==> src/rtl/code_conv_pkg.sv <==
// Shared types and stage-geometry helpers for the pipelined Gray/binary converter.
package code_conv_pkg;

  typedef enum logic {
    MODE_G2B = 1'b0,
    MODE_B2G = 1'b1
  } conv_mode_t;

  function automatic int unsigned chunk_size(int unsigned width, int unsigned stages);
    return (stages == 0) ? width : (width + stages - 1) / stages;
  endfunction

  // Low bit index of the binary range resolved by stage k; 0 once the range runs out.
  function automatic int unsigned stage_lo(int unsigned width, int unsigned stages,
                                           int unsigned k);
    int unsigned top;
    top = (k + 1) * chunk_size(width, stages);
    return (top >= width) ? 0 : width - top;
  endfunction

endpackage

==> src/rtl/code_conv_if.sv <==
// Valid/ready stream bundle carrying both sides of the converter.
interface code_conv_if #(
  parameter int unsigned WIDTH = 8
);
  logic             in_valid;
  logic             in_ready;
  logic [WIDTH-1:0] in_data;
  logic             in_mode;
  logic             out_valid;
  logic             out_ready;
  logic [WIDTH-1:0] out_data;
  logic             out_mode;

  modport master (
    output in_valid, in_data, in_mode, out_ready,
    input  in_ready, out_valid, out_data, out_mode
  );

  modport slave (
    input  in_valid, in_data, in_mode, out_ready,
    output in_ready, out_valid, out_data, out_mode
  );
endinterface

==> src/rtl/code_conv_stage.sv <==
// One elastic pipeline stage: resolves its slice of the Gray->binary prefix XOR,
// or (stage 0 only) performs the whole binary->Gray conversion.
module code_conv_stage
  import code_conv_pkg::*;
#(
  parameter int unsigned WIDTH  = 8,
  parameter int unsigned STAGES = 2,
  parameter int unsigned K      = 0
) (
  input  logic             clk,
  input  logic             rst_n,
  input  logic             up_valid,
  output logic             up_ready,
  input  logic [WIDTH-1:0] up_data,
  input  conv_mode_t       up_mode,
  output logic             dn_valid,
  input  logic             dn_ready,
  output logic [WIDTH-1:0] dn_data,
  output conv_mode_t       dn_mode
);

  localparam int unsigned C     = chunk_size(WIDTH, STAGES);
  // Slice expressed as distance from the MSB: bits MSB-FIRST down to MSB-LAST.
  localparam int unsigned FIRST = K * C;
  localparam int unsigned LAST  = WIDTH - 1 - stage_lo(WIDTH, STAGES, K);

  logic             valid_q;
  logic [WIDTH-1:0] data_q;
  conv_mode_t       mode_q;
  logic [WIDTH-1:0] work;

  // Bits above this slice arrive already resolved, so the chain carries in from work[MSB-n+1].
  always_comb begin
    work = up_data;
    if (up_mode == MODE_B2G) begin
      if (K == 0) work = up_data ^ (up_data >> 1);
    end else begin
      for (int unsigned n = 1; n < WIDTH; n++) begin
        if (n + 1 > FIRST && n < LAST + 1)
          work[WIDTH-1-n] = work[WIDTH-n] ^ work[WIDTH-1-n];
      end
    end
  end

  assign up_ready = !valid_q || dn_ready;

  always_ff @(posedge clk or negedge rst_n) begin
    if (!rst_n) begin
      valid_q <= 1'b0;
      data_q  <= '0;
      mode_q  <= MODE_G2B;
    end else if (up_ready) begin
      valid_q <= up_valid;
      if (up_valid) begin
        data_q <= work;
        mode_q <= up_mode;
      end
    end
  end

  assign dn_valid = valid_q;
  assign dn_data  = data_q;
  assign dn_mode  = mode_q;

endmodule

==> src/rtl/code_conv_pipe.sv <==
// Pipelined Gray/binary converter with per-beat direction and valid/ready flow control.
module code_conv_pipe
  import code_conv_pkg::*;
#(
  parameter int unsigned WIDTH  = 8,
  parameter int unsigned STAGES = 2
) (
  input  logic       clk,
  input  logic       rst_n,
  code_conv_if.slave bus
);

  if (WIDTH < 1 || STAGES < 1 || STAGES > WIDTH) begin : g_bad_params
    $error("code_conv_pipe: STAGES must be in 1..WIDTH and WIDTH >= 1");
  end

  logic             valid [STAGES+1];
  logic             ready [STAGES+1];
  logic [WIDTH-1:0] data  [STAGES+1];
  conv_mode_t       mode  [STAGES+1];

  assign valid[0]      = bus.in_valid;
  assign data[0]       = bus.in_data;
  assign mode[0]       = conv_mode_t'(bus.in_mode);
  assign bus.in_ready  = ready[0];

  for (genvar k = 0; k < STAGES; k++) begin : g_stage
    code_conv_stage #(
      .WIDTH (WIDTH),
      .STAGES(STAGES),
      .K     (k)
    ) u_stage (
      .clk     (clk),
      .rst_n   (rst_n),
      .up_valid(valid[k]),
      .up_ready(ready[k]),
      .up_data (data[k]),
      .up_mode (mode[k]),
      .dn_valid(valid[k+1]),
      .dn_ready(ready[k+1]),
      .dn_data (data[k+1]),
      .dn_mode (mode[k+1])
    );
  end

  assign ready[STAGES] = bus.out_ready;
  assign bus.out_valid = valid[STAGES];
  assign bus.out_data  = data[STAGES];
  assign bus.out_mode  = mode[STAGES];

endmodule
==> src/flat_wrapper.sv <==
// flat-port wrapper written by rule: the top's interface ports become plain ports
module code_conv_pipe_flat import code_conv_pkg::*;
#(
  parameter int unsigned WIDTH  = 8,
  parameter int unsigned STAGES = 2
)
  (clk, rst_n, bus_in_valid, bus_in_data, bus_in_mode, bus_out_ready, bus_in_ready, bus_out_valid, bus_out_data, bus_out_mode);
  code_conv_if #(.WIDTH(WIDTH)) bus_i ();
  input  logic clk;
  input  logic rst_n;
  input wire logic [$bits(bus_i.in_valid)-1:0] bus_in_valid;
  input wire logic [$bits(bus_i.in_data)-1:0] bus_in_data;
  input wire logic [$bits(bus_i.in_mode)-1:0] bus_in_mode;
  input wire logic [$bits(bus_i.out_ready)-1:0] bus_out_ready;
  output wire logic [$bits(bus_i.in_ready)-1:0] bus_in_ready;
  output wire logic [$bits(bus_i.out_valid)-1:0] bus_out_valid;
  output wire logic [$bits(bus_i.out_data)-1:0] bus_out_data;
  output wire logic [$bits(bus_i.out_mode)-1:0] bus_out_mode;
  assign bus_i.in_valid = bus_in_valid;
  assign bus_i.in_data = bus_in_data;
  assign bus_i.in_mode = bus_in_mode;
  assign bus_i.out_ready = bus_out_ready;
  assign bus_in_ready = bus_i.in_ready;
  assign bus_out_valid = bus_i.out_valid;
  assign bus_out_data = bus_i.out_data;
  assign bus_out_mode = bus_i.out_mode;
  code_conv_pipe #(.WIDTH(WIDTH), .STAGES(STAGES)) u_core (.clk(clk), .rst_n(rst_n), .bus(bus_i));
endmodule
==> config.mk <==
export PLATFORM = sky130hd
export DESIGN_NAME = code_conv_pipe_flat
export DESIGN_NICKNAME = d
export VERILOG_FILES = /design/src/rtl/code_conv_pkg.sv /design/src/rtl/code_conv_if.sv /design/src/rtl/code_conv_stage.sv /design/src/rtl/code_conv_pipe.sv /design/src/flat_wrapper.sv
export SDC_FILE = /design/constraint.sdc
export NUM_CORES = 1
export LEC_CHECK = 0
export ABC_CLOCK_PERIOD_IN_PS = 2800
export CORE_AREA = 2 2 53 45
export CTS_BUF_LIST = sky130_fd_sc_hd__clkbuf_8
export DETAILED_ROUTE_END_ITERATION = 8
export DIE_AREA = 0 0 55 47
export HOLD_SLACK_MARGIN = 0.02
export PLACE_DENSITY = 0.77
export RECOVER_POWER = 100
export SYNTH_ARGS = -nofsm -noshare
export SYNTH_HDL_FRONTEND = slang
export SYNTH_SLANG_ARGS = --single-unit
export TNS_END_PERCENT = 1
==> constraint.sdc <==
create_clock -name clk -period 2.8 [get_ports clk]
set_input_delay 0.28 -clock clk [delete_from_list [all_inputs] [get_ports clk]]
set_output_delay 0.28 -clock clk [all_outputs]
set_load 0.03 [all_outputs]
## After elaboration in Yosys (flattened, before gate mapping)

Index checks and enable logic that the tools add are counted.

- Register bits: 20
- Bits of input ports: 13
- Output and inout port bits: 11

- Mux-type cells: 9
- Bitwise gates (word level): 8
- Reductions and logical operators: 6

Operators with widths:

| cell | count |
|---|---|
| 4-bit 2-to-1 mux | 2 |
| 8-bit by 7-bit bitwise XOR with 8-bit output | 1 |
| 1-bit bitwise XOR | 7 |
| 1-bit 2-to-1 mux | 6 |
| 2-bit AND reduction | 2 |
| 3-bit 2-to-1 mux | 1 |
| 1-bit logical NOT | 2 |
| 1-bit logical OR | 2 |

## Logic depth before layout (Yosys ltp)

Gate-level depths: netlist of the first run.

- Depth in word-level cells: 8
- Depth in mapped cells: 5
- Gate-level depth less buffers: 4

## Modules after synthesis

Synthesis of the first run repeated with hierarchy kept, for this count alone.

- Cells, all modules: 77
- Area, all modules: 954.7 sq um

By module, submodules not included:

| module | instances | cells each | area an instance (sq um) | sequential area each (sq um) |
|---|---|---|---|---|
| code_conv_stage at u_core.g_stage[0].u_stage | 1 | 39 | 495.5 | 250.2 |
| code_conv_stage at u_core.g_stage[1].u_stage | 1 | 38 | 459.2 | 250.2 |

## Worst setup path after synthesis of the first run

OpenSTA, ideal clock, no wires.

- Path kind: register to register
- Start: register u_core.g_stage[1].u_stage.valid_q
- End: register u_core.g_stage[0].u_stage.data_q[4]
- Setup time: 0.136 ns
- Arrival time: 1.532 ns
- Required time: 2.664 ns
- Setup slack: 1.131 ns
- Cell stages (with the launch flop): 5
- Path buffers: 1
- Clock period less this slack: 1.669 ns
- Path through: dfrtp_1 nand3b_1 nand2_1 clkbuf_1 o21ai_0

- Word-level cells in the longest chain between the ends: 4

Ends and longest elaborated chain:

| item | RTL line | text |
|---|---|---|
| from (decl) | code_conv_stage.sv:27 | `logic valid_q;` |
| from (signal assigned) | code_conv_stage.sv:53 | `valid_q <= up_valid;` |
| 1-bit logical NOT | code_conv_stage.sv:45 | `assign up_ready = !valid_q \|\| dn_ready;` |
| 1-bit logical OR (2 in a row) | code_conv_stage.sv:45 |  |
| net bus_in_ready | flat_wrapper.sv:15 | `output wire logic [$bits(bus_i.in_ready)-1:0] bus_in_ready;` |
| 2-bit AND reduction (no source line) | - |  |
| to (signal assigned) | code_conv_stage.sv:55 | `data_q <= work;` |
| to (decl) | code_conv_stage.sv:28 | `logic [WIDTH-1:0] data_q;` |

The timed path passes the listed nets, and every way through them passes these cells.
A chain may end at the register's enable or synchronous reset.

## Worst setup path after layout of the first run

- Start: input port bus_out_ready
- End: output port bus_in_ready

- Word-level cells in the longest chain between the ends: 2

Ends and longest elaborated chain:

| item | RTL line | text |
|---|---|---|
| from (decl) | flat_wrapper.sv:14 | `input wire logic [$bits(bus_i.out_ready)-1:0] bus_out_ready;` |
| 1-bit logical OR (2 in a row) | code_conv_stage.sv:45 |  |
| to (decl) | flat_wrapper.sv:15 |  |

No other way between the ends.

==> impl_metrics.yaml, run 1 <==
floorplanning:
  rows: 15
  core_sq_um: 2060
  ios: 24
  die_w_um: 55
  die-area_sq_um: 2590
  initial_core_util: 0.476
  die_h_um: 47
clocking:
  cts_htree_levels: 1
  clkTransAtPathRegs_ns: 0.07
  clk_latency_ns: 0.25
  cts_tree: "yes"
  clock_path_buffers: 2
  cts_root_buffer: "clkbuf_8"
  postCtsSetupBuffers: 0
  cts_hold_buf: 0
  cts_buffers: 3
  cts-resized-gates: 0
  cts.sinks: 20
timing:
  rsz0062_at_grt: "no"
  finalHoldViolCount: 0
  slew_viol_final: 0
  relSlewSlack: 0.427
  worst-slew-pin-transition_ns: 0.857
  fin_crit_ns: 2.04
  fin_skew_ns: 0.000821
  whs_ns: 0.473
  fmax_mhz: 490
  setup-tns-final_ns: 0
  setup_viol: 0
  setup_ws_ns: 0.758
  fin_crit_sh: 0.729
worst_setup_path:
  worstSetupEndpointType: "output pin"
  crit_path_frequent_cell: "dlygate4sd3_1"
  r2r_start: "u_core.g_stage[0].u_stage.dn_data[3]$_DFFE_PN0P_"
  crit_path_end: "bus_in_ready"
  r2r_cells: 4
  worst-path-buf-inv: 2
  cp_cell_sequence: "dlygate4sd3_1, nand3b_1, dlygate4sd3_1"
  required_ns: 2.52
  arrival_ns: 1.76
  crit_start: "bus_out_ready"
  crit_slowest_cell: "dlygate4sd3_1"
  max_stage_delay_ns: 0.72
  reg2reg_slack_ns: 1.26
  crit_fanout: 4
  critPathLaunchType: "input pin"
  critPathKind: "input pin to output pin"
  r2r-end: "u_core.g_stage[1].u_stage.dn_data[0]$_DFFE_PN0P_"
  cp.depth: 3
  cp_top_family: "buffers and inverters"
routing:
  drt-pass1-iter-count: 4
  num_vias: 643
  dr.first_iter.drc_count: 15
  drtAntennaViolNets: 0
  vias_per_cell: 4.69
  drc: 0
  wl_per_cell_um: 10.9
  wl_um: 1490
synth:
  ys_ff_latch: 20
  ys_types: 17
  syn-num-nets: 109
  seq_area_frac_synth: 0.509
  syn_area_sq_um: 983
  synth_area_per_cell_sq_um: 10.2
  yosysWarnings: 0
  synthCells: 96
hold_path:
  hp-start: "u_core.g_stage[1].u_stage.dn_data[3]$_DFFE_PN0P_"
  hp-class: "register to register"
global_route:
  grt_max_degree: 21
  grt_pass1_vias: 619
  grt-ovfl-total: 0
  track_usage: 0.145
  antenna_found_initial: 0
  grt_pass1_wl_um: 2620
placement:
  portBuffers: 23
  gp_congestion: 0.764
  detailed_place_hpwl_um: 1170
  pre_cts_ws_ns: 0.896
run:
  maxCapViolations: 0
final_layout:
  drive_above_1_share: 0.0714
  final_common_cell: "nand2_1"
  final_util: 0.590
  mostFrequentLayoutCells: "23 x nand2_1, 20 x dfrtp_1, 13 x dlygate4sd3_1"
  fill_cells: 183
  num_antenna_cells: 0
  areaGrowthSynthToFinish_pct: 23.9
  nNetsFinal: 127
power_and_ir_drop:
  ir_worst_vdd_mv: 0.405
  powerDensity_nw_per_um2: 748
  p_total_uw: 912
  power.leakage_nw: 0.536
run_status:
  run_status: "complete, no violations"
-- synthesized netlist by cell type, drive strengths merged --
master / number / area share
xor2: 7 / 0.062
nand3: 1 / 0.0051
nor2: 3 / 0.011
nand3b: 1 / 0.0076
xnor2: 7 / 0.062
mux2: 5 / 0.057
clkbuf: 2 / 0.0076
nor2b: 2 / 0.013
and2: 1 / 0.0064
xnor3: 1 / 0.023
o21ai: 10 / 0.051
nand2: 23 / 0.088
dfrtp: 20 / 0.51
or4: 1 / 0.0076
o2111ai: 1 / 0.0089
nand2b: 3 / 0.019
buf: 8 / 0.061
-- tightest hold or removal path, stage by stage (launching register included) --
cell	delay, ns
dfrtp_1	0.34
nand2_1	0.04
o21ai_0	0.06
-- kinds of logic (layout without fill, tap and decap cells) --
group | Yosys count | after routing | synth area share
XOR/XNOR | 15 | 15 | 0.148
AO/OA/AOI/OAI | 11 | 11 | 0.0598
flip-flops | 20 | 20 | 0.509
buffers and inverters | 10 | 26 | 0.0687
AND/OR/NAND/NOR | 35 | 35 | 0.158
multiplexers | 5 | 5 | 0.0572
-- stage by stage --
step | instance area (sq um) | instances
final | 1220 | 137
after global routing | 1220 | 137
after CTS | 1220 | 137
after detailed placement | 1180 | 134
after global placement | 1180 | 134
after floorplan | 983 | 96
-- how the worst min path moves through the flow --
stage / to / depth (start not counted)
5_1_grt: u_core.g_stage[1].u_stage.dn_data[2]$_DFFE_PN0P_ / 2
3_5_place_dp: u_core.g_stage[0].u_stage.dn_data[7]$_DFFE_PN0P_ / 2
3_3_place_gp: u_core.g_stage[1].u_stage.dn_data[1]$_DFFE_PN0P_ / 2
6_report: u_core.g_stage[1].u_stage.dn_data[3]$_DFFE_PN0P_ / 2
4_1_cts: u_core.g_stage[0].u_stage.dn_data[7]$_DFFE_PN0P_ / 2
2_1_floorplan: u_core.g_stage[0].u_stage.dn_data[0]$_DFFE_PN0P_ / 0
-- cell type report --
type / instances / area [sq um] / area share
Clock buffer: 3 / 41.3 / 0.0339
Timing Repair Buffer: 23 / 230 / 0.189
Tap cell: 25 / 31.3 / 0.0257
Multi-Input combinational cell: 66 / 415 / 0.341
Sequential cell: 20 / 500 / 0.411
-- where the power goes --
group / leakage [nW] / switching, mW / internal [mW]
clock: 0.0216 / 0.0829 / 0.0955
sequential: 0.243 / 0.0437 / 0.356
combinational: 0.272 / 0.182 / 0.152
-- flip-flops by register name (all words and copies together) (netlist names) --
| signal | flops |
|---|---|
| u_core.g_stage.u_stage.dn_valid | 2 |
| u_core.g_stage.u_stage.dn_data | 16 |
| u_core.g_stage.u_stage.dn_mode | 2 |
-- routing by layer --
layer,global-route usage,vias up,share of wire
met5,0,-,0
met4,0.0732,0,0.0080
met3,0.0191,2,0.041
met2,0.236,16,0.44
met1,0.192,289,0.51
li1,-,336,-
Note: power is estimated with default switching activity, not from simulation.
==> run 2, diff against run 1 <==
- ABC_CLOCK_PERIOD_IN_PS: 2800 -> 1900
- clock period: 2.8 -> 1.9 ns (I/O delays scaled with it)
==> impl_metrics.yaml, run 2 (synthesis gave the netlist of run 1 again) <==
routing:
  met1_length_um: 678
  top_layer: "met4"
  wl_per_cell_um: 11.5
  vias_per_cell: 4.83
  wl_met3_um: 76
  wl_um: 1590
  dr.first_iter.drc_count: 4
  drtAntennaViolNets: 0
  drt-pass1-iter-count: 4
  dr_wl_met2_um: 794
  drc: 0
  num_vias: 672
run_status:
  run_status: "complete, no violations"
worst_setup_path:
  worstSetupEndpointType: "output pin"
  r2r_start: "u_core.g_stage[0].u_stage.dn_data[2]$_DFFE_PN0P_"
  arrival_ns: 1.59
  critPathKind: "input pin to output pin"
  r2r-end: "u_core.g_stage[1].u_stage.dn_data[0]$_DFFE_PN0P_"
  r2r_cells: 4
  required_ns: 1.71
  crit_fanout: 4
  critPathLaunchType: "input pin"
  crit_start: "bus_out_ready"
  reg2reg_slack_ns: 0.35
clocking:
  cts_buffers: 3
  clk_latency_ns: 0.25
  cts_htree_levels: 1
  cts_root_buffer: "clkbuf_8"
  clkTransAtPathRegs_ns: 0.07
  clock_path_buffers: 2
  cts-resized-gates: 0
  cts.sinks: 20
  cts_tree: "yes"
  postCtsSetupBuffers: 0
  cts_hold_buf: 0
floorplanning:
  ios: 24
  die_h_um: 47
  die_w_um: 55
  core_sq_um: 2060
  rows: 15
  initial_core_util: 0.476
  die-area_sq_um: 2590
timing:
  fin_crit_sh: 0.936
  slew_viol_final: 0
  relSlewSlack: 0.323
  rsz0062_at_grt: "no"
  setup_ws_ns: 0.122
  fin_crit_ns: 1.78
  fin_skew_ns: 0.00363
  finalHoldViolCount: 0
  setup_viol: 0
  worst-slew-pin-transition_ns: 1.02
  fmax_mhz: 563
  setup-tns-final_ns: 0
  whs_ns: 0.473
placement:
  portBuffers: 23
  pre_cts_ws_ns: 0.193
  detailed_place_hpwl_um: 1270
  gp_congestion: 0.711
  post-place-cells: 136
run:
  maxCapViolations: 0
hold_path:
  hp-start: "u_core.g_stage[1].u_stage.dn_data[3]$_DFFE_PN0P_"
  whs_endpoint: "u_core.g_stage[1].u_stage.dn_data[3]$_DFFE_PN0P_"
  hp-class: "register to register"
  whs_path_depth: 2
global_route:
  grt-ovfl-total: 0
  grt_pass1_vias: 639
  grt_pass1_wl_um: 2690
  grt_max_degree: 21
  track_usage: 0.153
  antenna_found_initial: 0
power_and_ir_drop:
  power.leakage_nw: 0.540
  ir_worst_vdd_mv: 0.577
  powerDensity_nw_per_um2: 1100
final_layout:
  num_antenna_cells: 0
  mostFrequentLayoutCells: "23 x nand2_1, 20 x dfrtp_1, 12 x dlygate4sd3_1"
  final_common_cell: "nand2_1"
  drive_above_1_share: 0.0702
  areaGrowthSynthToFinish_pct: 24.7
  fill_cells: 190
  largest_register_ffs: 16
  nNetsFinal: 129
  instances_no_fill: 139
[run 2: final cells by class]
cell class              count  area (sq um)  share of cell area
multi-input cells          66           415               0.339
clock buffers               3          41.3              0.0337
repair buffers             25           238               0.194
well taps                  25          31.3              0.0255
flip-flops and latches     20           500               0.408
[run 2: how the worst max path moves through the flow]
stage                                                             endpoint  slack (ns)  depth (start not counted)
after floorplan           u_core.g_stage[0].u_stage.dn_data[4]$_DFFE_PN0P_        0.23                          4
after global placement                                        bus_in_ready        0.21                          3
after detailed placement                                      bus_in_ready        0.19                          3
after CTS                                                     bus_in_ready        0.18                          2
after global routing                                          bus_in_ready        0.07                          3
final                                                         bus_in_ready        0.12                          3
[run 2: metrics by stage]
| stage | cell area, sq um | power, mW | util |
|---|---|---|---|
| 2_1_floorplan | 983 | 1.00 | - |
| 3_3_place_gp | 1190 | 1.12 | 0.578 |
| 3_5_place_dp | 1190 | 1.14 | 0.578 |
| 4_1_cts | 1230 | 1.41 | 0.598 |
| 5_1_grt | 1230 | 1.44 | 0.594 |
| 6_report | 1230 | 1.35 | 0.594 |
[run 2: where the power goes]
| group | total [mW] | internal [mW] | switching [mW] |
|---|---|---|---|
| registers | 0.589 | 0.525 | 0.0637 |
| clock network | 0.266 | 0.141 | 0.125 |
| logic | 0.500 | 0.226 | 0.274 |
[run 2: worst max-delay path: stages]
cell and delay (ns):
dlygate4sd3_1 0.53, nand3b_1 0.17, clkdlybuf4s50_1 0.70
[run 2: per-layer routing]
layer / GRT usage / vias to the layer above
met1: 0.181 / 301
li1: - / 347
met5: 0 / -
met2: 0.257 / 19
met4: 0.102 / 0
met3: 0.0287 / 5
==> run 3, diff against run 2 <==
- SLEW_MARGIN: unset -> 10
==> results of run 3 <==
Final layout, timing and power as in run 2 (identical DEF).
